[src/rtl/branch_pred_flush_ctrl.sv]
// branch_pred_flush_ctrl
//   Branch prediction and control-hazard controller for the 5-stage MIPS
//   pipeline. It holds a 2-bit saturating-counter branch history table
//   (BHT) that supplies the IF-stage prediction. It resolves branches and
//   jumps in MEM and trains the BHT. On a mispredict or a jump it flushes
//   IF/ID/EX for FLUSH_CYC cycles and issues a PC redirect. MEM events that
//   arrive while a flush is in progress are wrong-path and are ignored.
//
// Parameters
//   IDX_W      BHT index width (2^IDX_W entries, index = pc[IDX_W+1:2])
//   FLUSH_CYC  cycles flush stays high per event (>= 1)
//
// Ports
//   clk, rst_n        rising-edge clock, asynchronous active-low reset
//   if_pc             PC in IF; pred_taken is its combinational prediction
//   mem_*             resolved instruction in MEM (valid, type, outcome,
//                     carried prediction, pc, target)
//   flush             squash IF/ID/EX pipeline registers
//   redirect_valid    one-cycle pulse: load redirect_pc into the PC
//   redirect_pc       corrected fetch address
//   busy              high while the FSM is in FLUSH
//
// Optional feature (macro BRANCH_PRED_STATS_EN)
//   Adds 32-bit wrapping outputs br_count (qualified branches) and
//   mispred_count (qualified mispredicts; jumps are not counted).

module branch_pred_flush_ctrl #(
    parameter int unsigned IDX_W     = 6,
    parameter int unsigned FLUSH_CYC = 1
) (
    input  logic        clk,
    input  logic        rst_n,
    input  logic [31:0] if_pc,
    output logic        pred_taken,
    input  logic        mem_valid,
    input  logic        mem_is_branch,
    input  logic        mem_is_jump,
    input  logic        mem_taken,
    input  logic        mem_pred,
    input  logic [31:0] mem_pc,
    input  logic [31:0] mem_target,
    output logic        flush,
    output logic        redirect_valid,
    output logic [31:0] redirect_pc,
    output logic        busy
`ifdef BRANCH_PRED_STATS_EN
    ,
    output logic [31:0] br_count,
    output logic [31:0] mispred_count
`endif
);

    localparam int unsigned DEPTH = 2 ** IDX_W;
    localparam int unsigned CNT_W = (FLUSH_CYC > 1) ? $clog2(FLUSH_CYC) : 1;

    localparam logic [0:0] ST_IDLE  = 1'b0;
    localparam logic [0:0] ST_FLUSH = 1'b1;

    logic [1:0]       bht [DEPTH];
    logic [0:0]       state;
    logic [CNT_W-1:0] cnt;

    logic [IDX_W-1:0] if_idx;
    logic [IDX_W-1:0] mem_idx;
    logic             idle;
    logic             jump_ev;
    logic             br_ev;
    logic             mispred;
    logic             start_flush;
    logic [1:0]       cur_ctr;
    logic [1:0]       nxt_ctr;
    logic [31:0]      tgt;

    // Only the index bits of the PCs are meaningful to the table.
    logic unused_pc_bits;
    assign unused_pc_bits = ^{if_pc[31:IDX_W+2], if_pc[1:0]};

    assign if_idx     = if_pc[IDX_W+1:2];
    assign mem_idx    = mem_pc[IDX_W+1:2];
    assign pred_taken = bht[if_idx][1];

    assign flush = (state == ST_FLUSH);
    assign busy  = (state == ST_FLUSH);

    always_comb begin
        idle        = (state == ST_IDLE);
        jump_ev     = idle & mem_valid & mem_is_jump;
        br_ev       = idle & mem_valid & mem_is_branch & ~mem_is_jump;
        mispred     = br_ev & (mem_taken != mem_pred);
        start_flush = jump_ev | mispred;

        cur_ctr = bht[mem_idx];
        nxt_ctr = cur_ctr;
        if (mem_taken) begin
            if (cur_ctr != 2'b11) nxt_ctr = cur_ctr + 2'b01;
        end else begin
            if (cur_ctr != 2'b00) nxt_ctr = cur_ctr - 2'b01;
        end

        // A jump always redirects to its target; a mispredicted branch
        // goes to the target if taken, otherwise to the fall-through.
        tgt = (jump_ev | mem_taken) ? mem_target : mem_pc + 32'd4;
    end

    always_ff @(posedge clk or negedge rst_n) begin
        if (!rst_n) begin
            for (int unsigned i = 0; i < DEPTH; i++) bht[i] <= 2'b01;
        end else if (br_ev) begin
            bht[mem_idx] <= nxt_ctr;
        end
    end

    // The counter is loaded with FLUSH_CYC-1 on entry, and FLUSH exits on
    // the edge where it reads zero. This keeps flush high for exactly
    // FLUSH_CYC cycles.
    always_ff @(posedge clk or negedge rst_n) begin
        if (!rst_n) begin
            state          <= ST_IDLE;
            cnt            <= '0;
            redirect_valid <= 1'b0;
            redirect_pc    <= '0;
        end else begin
            redirect_valid <= 1'b0;
            if (state == ST_IDLE) begin
                if (start_flush) begin
                    state          <= ST_FLUSH;
                    cnt            <= CNT_W'(FLUSH_CYC - 1);
                    redirect_valid <= 1'b1;
                    redirect_pc    <= tgt;
                end
            end else begin
                if (cnt == '0) state <= ST_IDLE;
                else           cnt   <= cnt - 1'b1;
            end
        end
    end

`ifdef BRANCH_PRED_STATS_EN
    always_ff @(posedge clk or negedge rst_n) begin
        if (!rst_n) begin
            br_count      <= '0;
            mispred_count <= '0;
        end else begin
            if (br_ev)   br_count      <= br_count + 32'd1;
            if (mispred) mispred_count <= mispred_count + 32'd1;
        end
    end
`endif

endmodule

[config.mk]
export PLATFORM = sky130hd
export DESIGN_NAME = branch_pred_flush_ctrl
export DESIGN_NICKNAME = d
export VERILOG_FILES = /design/src/rtl/branch_pred_flush_ctrl.sv
export SDC_FILE = /design/constraint.sdc
export NUM_CORES = 1
export LEC_CHECK = 0
export CAP_MARGIN = 20
export CORE_MARGIN = 2
export CORE_UTILIZATION = 55
export DETAILED_ROUTE_END_ITERATION = 6
export GPL_ROUTABILITY_DRIVEN = 0
export PLACE_DENSITY = 0.81
export SKIP_LAST_GASP = 1
export SYNTH_ARGS = -nofsm -noshare
export SYNTH_HDL_FRONTEND = slang
export SYNTH_SLANG_ARGS = --single-unit
[constraint.sdc]
create_clock -name clk -period 8.2 [get_ports clk]
set_input_delay 2.46 -clock clk [delete_from_list [all_inputs] [get_ports clk]]
set_output_delay 2.46 -clock clk [all_outputs]
set_load 0.02 [all_outputs]
Word level (Yosys, flattened, before mapping)
Cells that the tools add are included.
{"block": "word_totals", "regBits": 163, "latch_bits": 0, "mem_bits_rw": 0, "mem_bits_ro": 0, "in_bits": 103, "output_inout_bits": 36, "word_cells": 112, "memories": 0}
{"block": "classes", "add_sub_neg": 4, "n_mul": 0, "div_mod_pow": 0, "order_cmp": 3, "n_eq_ne": 2, "n_shift": 0, "mux": 20, "bitwise": 11, "reduce_logical": 4}
{"cell": "128-bit bitwise mux", "n": 1}
{"cell": "32-bit by 3-bit adder with 32-bit output (second input constant)", "n": 1}
{"cell": "32-bit two-way mux", "n": 1}
{"cell": "2-bit binary-select mux with 6-bit select", "n": 2}
{"cell": "2-bit two-way mux", "n": 8}
{"cell": "7-bit greater-or-equal comparator (second input constant)", "n": 2}
{"cell": "6-bit inverter with 7-bit output", "n": 2}
{"cell": "2-bit demux with 6-bit select", "n": 1}
{"cell": "7-bit by 1-bit less-than comparator with 1-bit output (second input constant)", "n": 1}
{"cell": "1-bit two-way mux", "n": 7}
{"cell": "1-bit AND", "n": 5}
{"cell": "2-bit nonzero test", "n": 2}
{"cell": "2-bit by 1-bit adder with 2-bit output (second input constant)", "n": 1}
{"cell": "2-bit != test (second input constant)", "n": 1}
{"cell": "1-bit inverter", "n": 2}
{"cell": "1-bit OR", "n": 2}
{"cell": "2-bit AND reduction", "n": 1}
{"cell": "2-bit by 1-bit subtractor with 2-bit output (second input constant)", "n": 1}
{"cell": "1-bit logical AND", "n": 1}
{"cell": "1-bit != test", "n": 1}
{"cell": "1-bit subtractor (second input constant)", "n": 1}

Logic depth before layout (Yosys ltp)
{"block": "depth", "ltp_word": 8, "ltp_mapped": 11, "ltp_nobuf": 8}

Worst setup path before layout
OpenSTA, ideal clock, no wires.
{"block": "synth_path", "kind": "input to output", "from": "input if_pc[2]", "to": "output pred_taken", "arrival_time_ps": 4941, "path_slack_ps": 799, "path_stages": 5, "path_buffers": 2, "path_cell_list": "clkbuf_1 buf_1 mux4_2 mux4_2 mux4_2"}
{"block": "synth_between", "elab_chain_len": 4}
{"element": "start: declaration", "line_no": "33", "rtl": "input logic [31:0] if_pc,"}
{"element": "6-bit inverter with 7-bit output (implied by the code)", "line_no": "80", "rtl": "assign pred_taken = bht[if_idx][1];"}
{"element": "2-bit binary-select mux with 6-bit select", "line_no": "80"}
{"element": "2-bit two-way mux (implied by the code) (2 in series)", "line_no": "80"}
{"element": "end: declaration", "line_no": "34", "rtl": "output logic pred_taken,"}
No other way between the ends. The select of a mux whose other input is x is not followed.

Final worst setup path
Same ends and word-level chain as after synthesis.

==> reports/metrics.cfg <==
[synthesis]
postSynthRegisterBits = 161
synth_edf_count = 0
synth-seq-area-share_pct = 45.80
post_synth.cell_area_avg_um2 = 11.39
netlist_instances = 788
yosys_warnings = 0
synth-async-reset-ratio_pct = 100.0
synth_largest_area_cell = dfrtp_1
post_synth_top_flop = dfrtp_1
post_synth_instance_area_mm2 = 0.008972
synthTopCellsByArea = dfrtp_1 27%, dfstp_2 19%, mux2_2 16%, mux4_2 8.0%, nand2_1 3.3%
synth_largest_type_area_fraction_pct = 27.05
syn-num-nets = 892
synth.distinct_cells = 51

[pwr]
leakage_power_of_the_design_nw = 4.392
max-vdd-ir-drop_mv = 0.1491
combPwrFrac_pct = 17.6
portion_of_total_power_attributed_to_the_clock_network_pct = 38.0
power.share.switching_pct = 28.39
p_int_mw = 1.439
net-switching-power_uw = 570.8
sequentialPowerShare_pct = 44.4
power_per_cell_area_mw_per_mm2 = 187.8

[die]
fp.coreArea_mm2 = 0.01594
die_width_um = 131.7
die_y_um = 131.7
placement_rows = 46
floorplan.io_pins = 139
design.die.area_mm2 = 0.01735
initial_util_pct = 56.28

[worst_setup_path]
required_ns = 5.74
critical_path.endpoint_type = output port
criticalPathCategory = in2out
worst_ep_arrival_time_ns = 5.30
worstSetupStartpoint = if_pc[2]
r2r_start = bht[63]
critical_path.startpoint_type = input pin
path_max_fanout = 16
ff2ff_setup_slack_ns = 4.97

[cts]
tritoncts.num_buffers = 17
tritoncts = yes
clock_tree.root_cell = clkbuf_16
cts_setup_buffers = 0
cts-resized-gates = 0
h-tree-depth = 4
clock_insertion_delay_at_the_later_pin_of_the_skew_report_ns = 0.43
clk_pin_slew_ns = 0.06
cts.sink_count = 161
cts.path.max_buffers = 2
cts_hold_repair.buffers = 0

[routing]
ant_nets = 0
route.detailed.vias_per_inst = 6.289
drt_iter0_drc = 684
total_drc_errors_in_the_routed_layout = 0
detail_route.wirelength_mm = 23.74
firstDrtPassIters = 5
via_count = 6931
wire_per_inst_um = 21.55

[layout]
final_design_area_no_fill_mm2 = 0.01071
flow.area_growth_from_synthesis_pct = 19.33
layout.cells.non_filler = 1102
final_layout_size_suffix_gt1_share_pct = 31.94
final_net_count = 977
number_of_antenna_repair_diodes = 0

[sta]
finalSetupViolCount = 0
period_share_pct = 94.66
grt_setup_unrepaired = false
final.setup_skew_ns = 0.01107
tightest_slew_ns = 1.105
final-hold-violation-count = 0
max_slew_margin_pct = 26.06
timing_max_transition_violations_final = 0
achievable-frequency_ghz = 0.1288
hold_slack_ns = 0.4787
fin_tns_setup_ns = 0
fin_crit_ns = 7.762

[grt]
vias_in_the_first_global_route = 6954
antenna_found_initial = 0
grt.total_usage_pct = 27.90
grt_first_pass_wirelength_mm = 38.03
largest_net_degree_at_the_start_of_global_routing = 96
grt_overflow_total = 0

[min_path]
holdCritPathClass = reg2reg
timing.hold.worst.start = redirect_pc[16]

[outcome]
outcome = finished, final reports clean

[run]
maxCapViolCount = 0

[placed_design]
placedCellCount = 1069
placement.cell_area_mm2 = 0.01012
port_buffers = 112
hpwl_mm = 15.53

[cell families after synthesis]
kind of cell	after synthesis	synth area share [%]
XOR/XNOR	26	2.538
adder cells (fa/ha/maj)	3	0.3904
AO/OA/AOI/OAI	116	7.921
multiplexers	185	27.00
buffers and inverters	62	3.960
flip-flops	161	45.80
AND/OR/NAND/NOR	235	12.40
[routing by layer]
metal | track usage [%] | routed length [um] | vias up
met2 | 42.61 | 10860 | 401
met5 | 0 | 0 | -
li1 | - | - | 3062
met3 | 7.253 | 2267 | 100
met1 | 37.53 | 9647 | 3368
met4 | 12.98 | 968 | 0
[power groups by stage]
stage	clock network (mW)	logic, mW	registers (mW)
floorplan	0	0.148	0.941
global placement	0	0.345	0.903
detailed placement	0	0.350	0.906
CTS	0.771	0.352	0.893
global route	0.809	0.377	0.900
finish	0.764	0.354	0.893
[synth_stat cells (7+ instances only)]
library cell / instances
xor2_1: 19
mux2i_1: 20
mux4_2: 32
o21ai_0: 35
dfstp_2: 64
buf_6: 13
nand3b_1: 7
a31oi_1: 8
mux2_2: 129
xnor2_1: 7
buf_2: 11
a21oi_1: 31
nand4_1: 10
nand2_1: 78
nand3_1: 28
o211ai_1: 9
nor2_1: 67
dfrtp_1: 97
clkbuf_1: 26
[layout make-up]
class,count,area [um2]
fillers,1191,5236
multi-input cells,565,4518
flip-flops and latches,161,4109
repair buffers,124,1227
clock buffers,20,466.7
well taps,216,270.3
clock inverters,12,100.1
inverters,4,15.01
[state kept, by name (all words and copies together), names as in the netlist]
signal	count
bht	128
redirect_valid	1
redirect_pc	32
[worst max-delay path, cell delays in order]
cell and delay [ns]:
clkdlybuf4s50_1 0.51, buf_12 0.19, mux4_2 0.54, mux4_2 0.51, mux4_2 0.52, clkdlybuf4s50_1 0.56
[path summary, 6_finish.rpt]
check,depth (start not counted),endpoint
worst max-delay path,6,pred_taken
worst min-delay path,2,redirect_pc[16]
worst max register to register,7,bht[11]
worst min register to register,2,redirect_pc[16]
max in group asynchronous,2,bht[31]
min in group asynchronous,1,redirect_pc[14]
[per-stage QoR]
step	utilization, %	power [mW]	worst slack, ns
detailed placement	63.48	1.256	0.4629
global placement	63.48	1.248	0.4547
global route	67.16	2.086	0.3920
CTS	67.03	2.016	0.4453
finish	67.16	2.010	0.4380
floorplan	-	1.089	0.7990
[layout by cell type, fill, tap and decap left out, types with 8 or more instances in the layout]
| cell | n |
|---|---|
| nand2_1 | 78 |
| mux2i_1 | 20 |
| mux2_2 | 129 |
| o21ai_0 | 35 |
| xor2_1 | 19 |
| a21oi_1 | 31 |
| clkbuf_16 | 17 |
| dfstp_2 | 64 |
| buf_4 | 10 |
| nand3_1 | 28 |
| nor2_1 | 67 |
| a31oi_1 | 8 |
| o211ai_1 | 9 |
| clkdlybuf4s50_1 | 109 |
| nand4_1 | 10 |
| dfrtp_1 | 97 |
| mux4_2 | 32 |
Power figures use the tool's default switching activity.
